==> config.mk <==
export PLATFORM = sky130hd
export DESIGN_NAME = seq_pattern_tx
export DESIGN_NICKNAME = d
export VERILOG_FILES = /design/src/rtl/seq_pattern_tx.sv
export SDC_FILE = /design/constraint.sdc
export NUM_CORES = 1
export LEC_CHECK = 0
export CORE_AREA = 5 5 104 106
export DETAILED_ROUTE_END_ITERATION = 10
export DIE_AREA = 0 0 109 111
export PLACE_DENSITY = 0.47
export SKIP_CTS_REPAIR_TIMING = 1
export SYNTH_ARGS = -nofsm -noshare
export SYNTH_HDL_FRONTEND = slang
export SYNTH_SLANG_ARGS = --single-unit
==> constraint.sdc <==
create_clock -name clk -period 3.3 [get_ports clk]
set_input_delay 0.66 -clock clk [delete_from_list [all_inputs] [get_ports clk]]
set_output_delay 0.66 -clock clk [all_outputs]
set_load 0.05 [all_outputs]
==> src/rtl/seq_pattern_tx.sv <==
// seq_pattern_tx -- serial pattern transmitter.
//
// Loads an LSB-aligned pattern of len bits and shifts it out MSB-first, one
// bit per clk. It can repeat the frame repeat_n times, put gap idle cycles
// between frames, and be cancelled with abort. Every output is a flop. Each
// output is computed from the next-state values, so the first bit shows up
// the cycle after start is sampled.
//
// Ports:
//   clk, rst      clock (rising edge) / asynchronous active-high reset
//   start         transfer request, accepted only in IDLE (and not with abort)
//   pattern[W]    frame bits, pattern[len-1] sent first, pattern[0] last
//   len[CW]       bits per frame; 0 or >W means W
//   repeat_n[8]   frame count; 0 means 1
//   gap[4]        idle cycles between frames; 0 = back-to-back
//   abort         cancels a transfer in SEND/GAP, no done pulse
//   serial_out    transmitted bit (0 when bit_valid=0)
//   bit_valid     serial_out carries a pattern bit
//   frame_start   first bit of each frame
//   busy          SEND or GAP
//   done          one-cycle pulse after the last bit of the last frame
module seq_pattern_tx #(
    parameter int W  = 8,
    parameter int CW = $clog2(W+1)
) (
    input  logic          clk,
    input  logic          rst,
    input  logic          start,
    input  logic [W-1:0]  pattern,
    input  logic [CW-1:0] len,
    input  logic [7:0]    repeat_n,
    input  logic [3:0]    gap,
    input  logic          abort,
    output logic          serial_out,
    output logic          bit_valid,
    output logic          frame_start,
    output logic          busy,
    output logic          done
);

    typedef enum logic [1:0] {IDLE, SEND, GAP, DONE} state_t;

    state_t        state, state_d;
    logic [W-1:0]  sreg, sreg_d;      // live shift register, current bit at MSB
    logic [W-1:0]  frame_q, frame_d;  // latched frame, MSB-aligned, for reloads
    logic [CW-1:0] len_q, len_d;
    logic [CW-1:0] bitcnt, bitcnt_d;
    logic [7:0]    frames, frames_d;  // frames still to send, including current
    logic [3:0]    gap_q, gap_d;
    logic [3:0]    gapcnt, gapcnt_d;

    logic [CW-1:0] len_eff;
    logic [W-1:0]  aligned;

    // Clamp len and move the pattern up so its first bit sits at the MSB.
    // The shift register then always sends from bit W-1, whatever len is.
    always_comb begin
        len_eff = ((len == '0) || (len > CW'(W))) ? CW'(W) : len;
        aligned = pattern << (CW'(W) - len_eff);
    end

    always_comb begin
        state_d  = state;
        sreg_d   = sreg;
        frame_d  = frame_q;
        len_d    = len_q;
        bitcnt_d = bitcnt;
        frames_d = frames;
        gap_d    = gap_q;
        gapcnt_d = gapcnt;
        unique case (state)
            IDLE: begin
                if (start && !abort) begin
                    state_d  = SEND;
                    sreg_d   = aligned;
                    frame_d  = aligned;
                    len_d    = len_eff;
                    bitcnt_d = '0;
                    frames_d = (repeat_n == 8'd0) ? 8'd1 : repeat_n;
                    gap_d    = gap;
                end
            end
            SEND: begin
                if (abort) begin
                    state_d = IDLE;
                end else if (bitcnt == len_q - CW'(1)) begin
                    if (frames > 8'd1) begin
                        frames_d = frames - 8'd1;
                        if (gap_q == 4'd0) begin
                            sreg_d   = frame_q;
                            bitcnt_d = '0;
                        end else begin
                            state_d  = GAP;
                            gapcnt_d = gap_q;
                        end
                    end else begin
                        state_d = DONE;
                    end
                end else begin
                    sreg_d   = sreg << 1;
                    bitcnt_d = bitcnt + CW'(1);
                end
            end
            GAP: begin
                if (abort) begin
                    state_d = IDLE;
                end else if (gapcnt == 4'd1) begin
                    state_d  = SEND;
                    sreg_d   = frame_q;
                    bitcnt_d = '0;
                end else begin
                    gapcnt_d = gapcnt - 4'd1;
                end
            end
            DONE: state_d = IDLE;  // abort and start cannot cut the done pulse
            default: state_d = IDLE;
        endcase
    end

    always_ff @(posedge clk or posedge rst) begin
        if (rst) begin
            state       <= IDLE;
            sreg        <= '0;
            frame_q     <= '0;
            len_q       <= '0;
            bitcnt      <= '0;
            frames      <= '0;
            gap_q       <= '0;
            gapcnt      <= '0;
            serial_out  <= 1'b0;
            bit_valid   <= 1'b0;
            frame_start <= 1'b0;
            busy        <= 1'b0;
            done        <= 1'b0;
        end else begin
            state       <= state_d;
            sreg        <= sreg_d;
            frame_q     <= frame_d;
            len_q       <= len_d;
            bitcnt      <= bitcnt_d;
            frames      <= frames_d;
            gap_q       <= gap_d;
            gapcnt      <= gapcnt_d;
            // Outputs describe the cycle the FSM is entering.
            serial_out  <= (state_d == SEND) && sreg_d[W-1];
            bit_valid   <= (state_d == SEND);
            frame_start <= (state_d == SEND) && (bitcnt_d == '0);
            busy        <= (state_d == SEND) || (state_d == GAP);
            done        <= (state_d == DONE);
        end
    end

endmodule

# Word-level counts from Yosys, hierarchy flattened
# Index checks and enable logic that the tools add are counted.
[op_classes]
add_sub_neg = 5
n_lt_le_gt_ge = 2
eq_ne = 18
shift = 1
n_mux = 38
n_reduce_logical = 18
[ops]
columns = ["op", "n"]
rows = [
  ["$mux W8", 12],
  ["$mux W4", 14],
  ["$pmux W8 S3", 1],
  ["$ne A2 B2 Y1 const B", 8],
  ["$pmux W8 S2", 1],
  ["$mux W2", 7],
  ["$reduce_and A7 Y1", 2],
  ["$logic_not A4 Y1", 3],
  ["$pmux W4 S3", 1],
  ["$eq A2 B2 Y1 const B", 4],
  ["$gt A8 B1 Y1 const B", 1],
  ["$logic_not A8 Y1", 1],
  ["$pmux W2 S4", 1],
  ["$pmux W4 S2", 1],
  ["$shl A8 B4 Y8", 1],
  ["$sub A4 B1 Y4 const B", 2],
  ["$sub A8 B1 Y8 const B", 1],
  ["$ne A3 B3 Y1 const B", 2],
  ["$reduce_and A5 Y1", 1],
  ["$add A4 B1 Y4 const B", 1],
  ["$eq A2 B1 Y1 const B", 2],
  ["$eq A4 B1 Y1 const B", 1],
  ["$eq A4 B4 Y1", 1],
  ["$gt A4 B4 Y1 const B", 1],
  ["other kinds (8)", 12],
]
[word_totals]
ff_bits = 47
input_bits = 28

# Depth between registers and ports, before layout
[logic_depth]
word_depth = 8
depth_mapped = 11
depth_no_buf = 11

# Worst setup path after synthesis
# OpenSTA, ideal clock, no wires.
[synth_path]
path_kind = "input port to flip-flop"
startpoint = "in len[0]"
endpoint = "reg serial_out"
t_arrival_ns = 2.470
t_required_ns = 3.181
path_slack_ns = 0.711
stages = 9
path_cell_list = "nor2b_1 > inv_1 > ha_1 > clkbuf_1 > mux2_2 > a21oi_1 > a2bb2oi_1 > o211ai_1 > and2_1"
[synth_via]
elab_chain_cells = 8
[synth_rtl]
columns = ["item", "line_no", "source"]
rows = [
  ["start, declared", "30", "input logic [CW-1:0] len,"],
  ["$gt A4 B4 Y1 or $logic_not A4 Y1 (tied branches)", "58", "len_eff = ((len == '0) || (len > CW'(W))) ? CW'(W) : len;"],
  ["$logic_or A1 B1 Y1", "58", ""],
  ["$mux W4 *", "58", ""],
  ["$sub A4 B4 Y4 *", "59", "aligned = pattern << (CW'(W) - len_eff);"],
  ["$shl A8 B4 Y8 *", "59", ""],
  ["$mux W8 *", "73", "if (start && !abort) begin"],
  ["$pmux W8 S3 *", "71", "unique case (state)"],
  ["via sreg_d[7]", "44", "logic [W-1:0] sreg, sreg_d;"],
  ["$logic_and A1 B1 Y1 *", "145", "serial_out <= (state_d == SEND) && sreg_d[W-1];"],
  ["end signal, assigned", "145", ""],
  ["end, declared", "34", "output logic serial_out,"],
]
# The timed path passes the listed nets; every way through them passes the cells marked *. The select of a mux whose other input is x is not followed.
# A chain may end at the register's enable or synchronous reset.

# Worst setup path in the final report
# Ends and elaborated chain as after synthesis.

==> results.md <==
- Outcome: finished clean
- Seq pwr share: 0.448
- Drt pass-1 iters: 4
- Die Height: ~110 um
- Top sig layer: met4
- Met3 wire length: ~220 um
- Pwr dens: 520 nW/um2
- FF-to-FF Start: len_q[0]
- Post-Syn Instances: between 300 and 400
- Via density: 4.94
- Unique cell type count in the Yosys netlist: between 60 and 70
- #FFs+latches synth: 47
- # IOs: 33
- Worst setup path startpoint: len[0]
- Worst hold margin: ~0.48 ns
- Nature of the critical path endpoint: flop
- Ys Warns: 0
- Via count: between 2000 and 2500
- Initial antenna violation count: 0
- Arrival time worst endpoint: 2.92 ns
- CP Capture Point: serial_out
- GRT overflow: 0
- Port Buf Inserts: 32
- Core area: just under 10000 um2
- Detailed Route WL: approximately 7000 um
- CTS tree: yes
- TritonCTS buffer count: 5
- Synth async-reset ratio: 1.00
- Switching share of power: 0.347
- Routed met1 length: between 3000 and 4000 um
- CTS sink cnt: 47
- WS Path Type: primary input to flop
- Max-cap violations: 0
- Final TNS setup: 0 ns
- Syn_area_per_cell: 9.11 um2
- Die X: 109 um
- Ratio of final minimum period to clock period: 0.825
- Vias in the first global route: between 2000 and 2500
- ANT cells: 0
- Rows: 36
- Routability Congestion: 0.788
- Crit-path max FO: 5
- Final slew viol count: 0
- Area Overhead vs Synth: 22.2%
- DRC violations left: 0
- Crit start category: primary input
- Slew at the pin with the worst max-slew slack: 0.645 ns
- R2R depth: 11
- Global-route usage over all layers: 0.120
- LEAKAGE: ~1.6 nW
- Clock transition at the registers of the reported paths: approximately 0.1 ns
- Hpwl dp: about 5400 um
- Clk pwr share: 0.241
- R2r setup slk: between 0.8 and 0.9 ns
- Setup-failing EPs final: 0
- Clk_skew: just under 0.008 ns
- RSZ-0062 raised after global routing: false
- Initial DRC count: between 90 and 100
- Antenna-violating nets left: 0
- Sw power: roughly 0.63 mW
- Met2 WL post-DR: ~3100 um
- Commonest cells after routing, fill and taps aside: 48 x nand2_1, 47 x dfrtp_1, 32 x clkdlybuf4s50_1, 24 x nor2_1, 17 x nor3_1
- Root Buffer: clkbuf_8
- Worst skew pair latency: ~0.3 ns
- Pre-CTS WS: 0.252 ns
- Slew Limit Headroom: 0.567
- Maximum clock path buffer count: 2
- RR Endpoint: frame_start
- Final hold vios: 0
- Commonest non-fill, non-tap cell in the layout: nand2_1
- Synthesized Nets: between 300 and 400
- Top FF cell, synth: dfrtp_1
- Fin crit period: roughly 2.7 ns
- Worst VDD drop: about 0.30 mV
- Total power: between 1.5 and 2 mW
- WL/cell: approximately 14 um
- Worst min-delay path class: flop to flop
- Post-synthesis sequential area ratio: 0.411
- Final setup margin: slightly below 0.6 ns
- Upper clock frequency limit: ~0.37 GHz
- H-tree depth: 2
- Worst Path Required: ~3.5 ns
- Post-Syn Area: ~2900 um2
- Global-route wire length before repair: 11800 um
- Fraction of layout cells with a size suffix above 1: 0.110
- EDFF count, synth: 0
- Logic pwr share: 0.311
- Initial Util: 0.295
- Int Power: about 1.2 mW
- Die area: approximately 12000 um2
- Largest net degree at the start of global routing: 28
- NumNets Final: 390
[power by group through the flow]
stage                     registers, mW  clock network [mW]  logic (mW)
final                             0.813               0.439       0.565
after global routing              0.836               0.480       0.638
after CTS                         0.813               0.453       0.569
after detailed placement          0.824                   0       0.566
after global placement            0.826                   0       0.561
after floorplan                   0.817                   0       0.397
[final cells by class]
cell class	count	area, um2
flip-flops and latches	47	1180
multi-input cells	240	1570
well taps	133	166
fillers	999	6190
inverters	14	52.6
clock inverters	3	47.5
clock buffers	5	68.8
repair buffers	45	418
[layer usage]
metal	GRT usage	vias to the layer above
li1	-	1216
met1	0.172	1140
met2	0.186	44
met3	0.0250	6
met4	0.0227	0
met5	0	-
[critical path, stage by stage]
cell             delay [ns]
clkdlybuf4s50_1        0.46
nor2b_1                0.17
inv_1                  0.12
ha_1                   0.42
mux2_2                 0.38
a21oi_1                0.16
a2bb2oi_1              0.25
o211ai_1               0.12
and2_1                 0.19
[stage by stage]
step,std cells,area (um2),util
6_report,487,3490,0.361
5_1_grt,487,3490,0.361
3_3_place_gp,479,3380,0.349
4_1_cts,487,3490,0.361
2_1_floorplan,314,2860,-
3_5_place_dp,479,3380,0.349
[kinds of logic (layout without fill, tap and decap cells)]
group,count (synthesis),in the layout,share of synthesized area
buf+inv,27,67,0.0416
fa+ha+maj,9,9,0.0394
simple gates,137,137,0.238
mux,15,15,0.0604
xor+xnor,8,8,0.0319
flops,47,47,0.411
compound gates,71,71,0.178
[state kept, by name, indices dropped and copies added (netlist names), 2 cells and up]
name and count:
state 2, bitcnt 4, len_q 4, gap_q 4, gapcnt 4, frames 8, sreg 8, frame_q 8
[synthesized netlist by cell type, types with 2 or more instances]
cell type,count,area share
inv_1,14,0.018
buf_2,2,0.0035
nand3_1,13,0.023
o21ai_0,9,0.016
xor2_1,4,0.012
a32o_1,2,0.0070
ha_1,9,0.039
o22a_1,4,0.012
nor2_1,24,0.031
a22oi_1,5,0.013
xnor2_1,2,0.0061
dfrtp_1,47,0.41
or4_1,2,0.0052
a21o_1,5,0.013
a2bb2oi_1,2,0.0061
nor3_1,17,0.030
a21oi_1,14,0.024
a221oi_1,2,0.0061
and2_1,4,0.0087
mux2i_1,9,0.031
nand2b_1,4,0.0087
o211ai_1,2,0.0052
o22ai_1,6,0.013
mux2_2,4,0.016
a31oi_1,2,0.0044
clkbuf_1,8,0.010
nor4_1,5,0.011
o31ai_1,2,0.0052
o21ai_1,2,0.0035
nand4_1,3,0.0066
nand2_1,48,0.063
nor2b_1,5,0.011
buf_6,2,0.0079
[worst min path at each step]
| stage | startpoint | end | slack, ns | depth (start not counted) |
|---|---|---|---|---|
| 2_1_floorplan | frame_q[5] | frame_q[5] | 0.44 | 2 |
| 6_report | frame_q[5] | frame_q[5] | 0.48 | 2 |
| 5_1_grt | frame_q[2] | frame_q[2] | 0.51 | 1 |
| 4_1_cts | frame_q[5] | frame_q[5] | 0.48 | 2 |
| 3_5_place_dp | frame_q[5] | frame_q[5] | 0.46 | 2 |
| 3_3_place_gp | frame_q[5] | frame_q[5] | 0.45 | 2 |
Note: power is estimated with default switching activity, not from simulation.
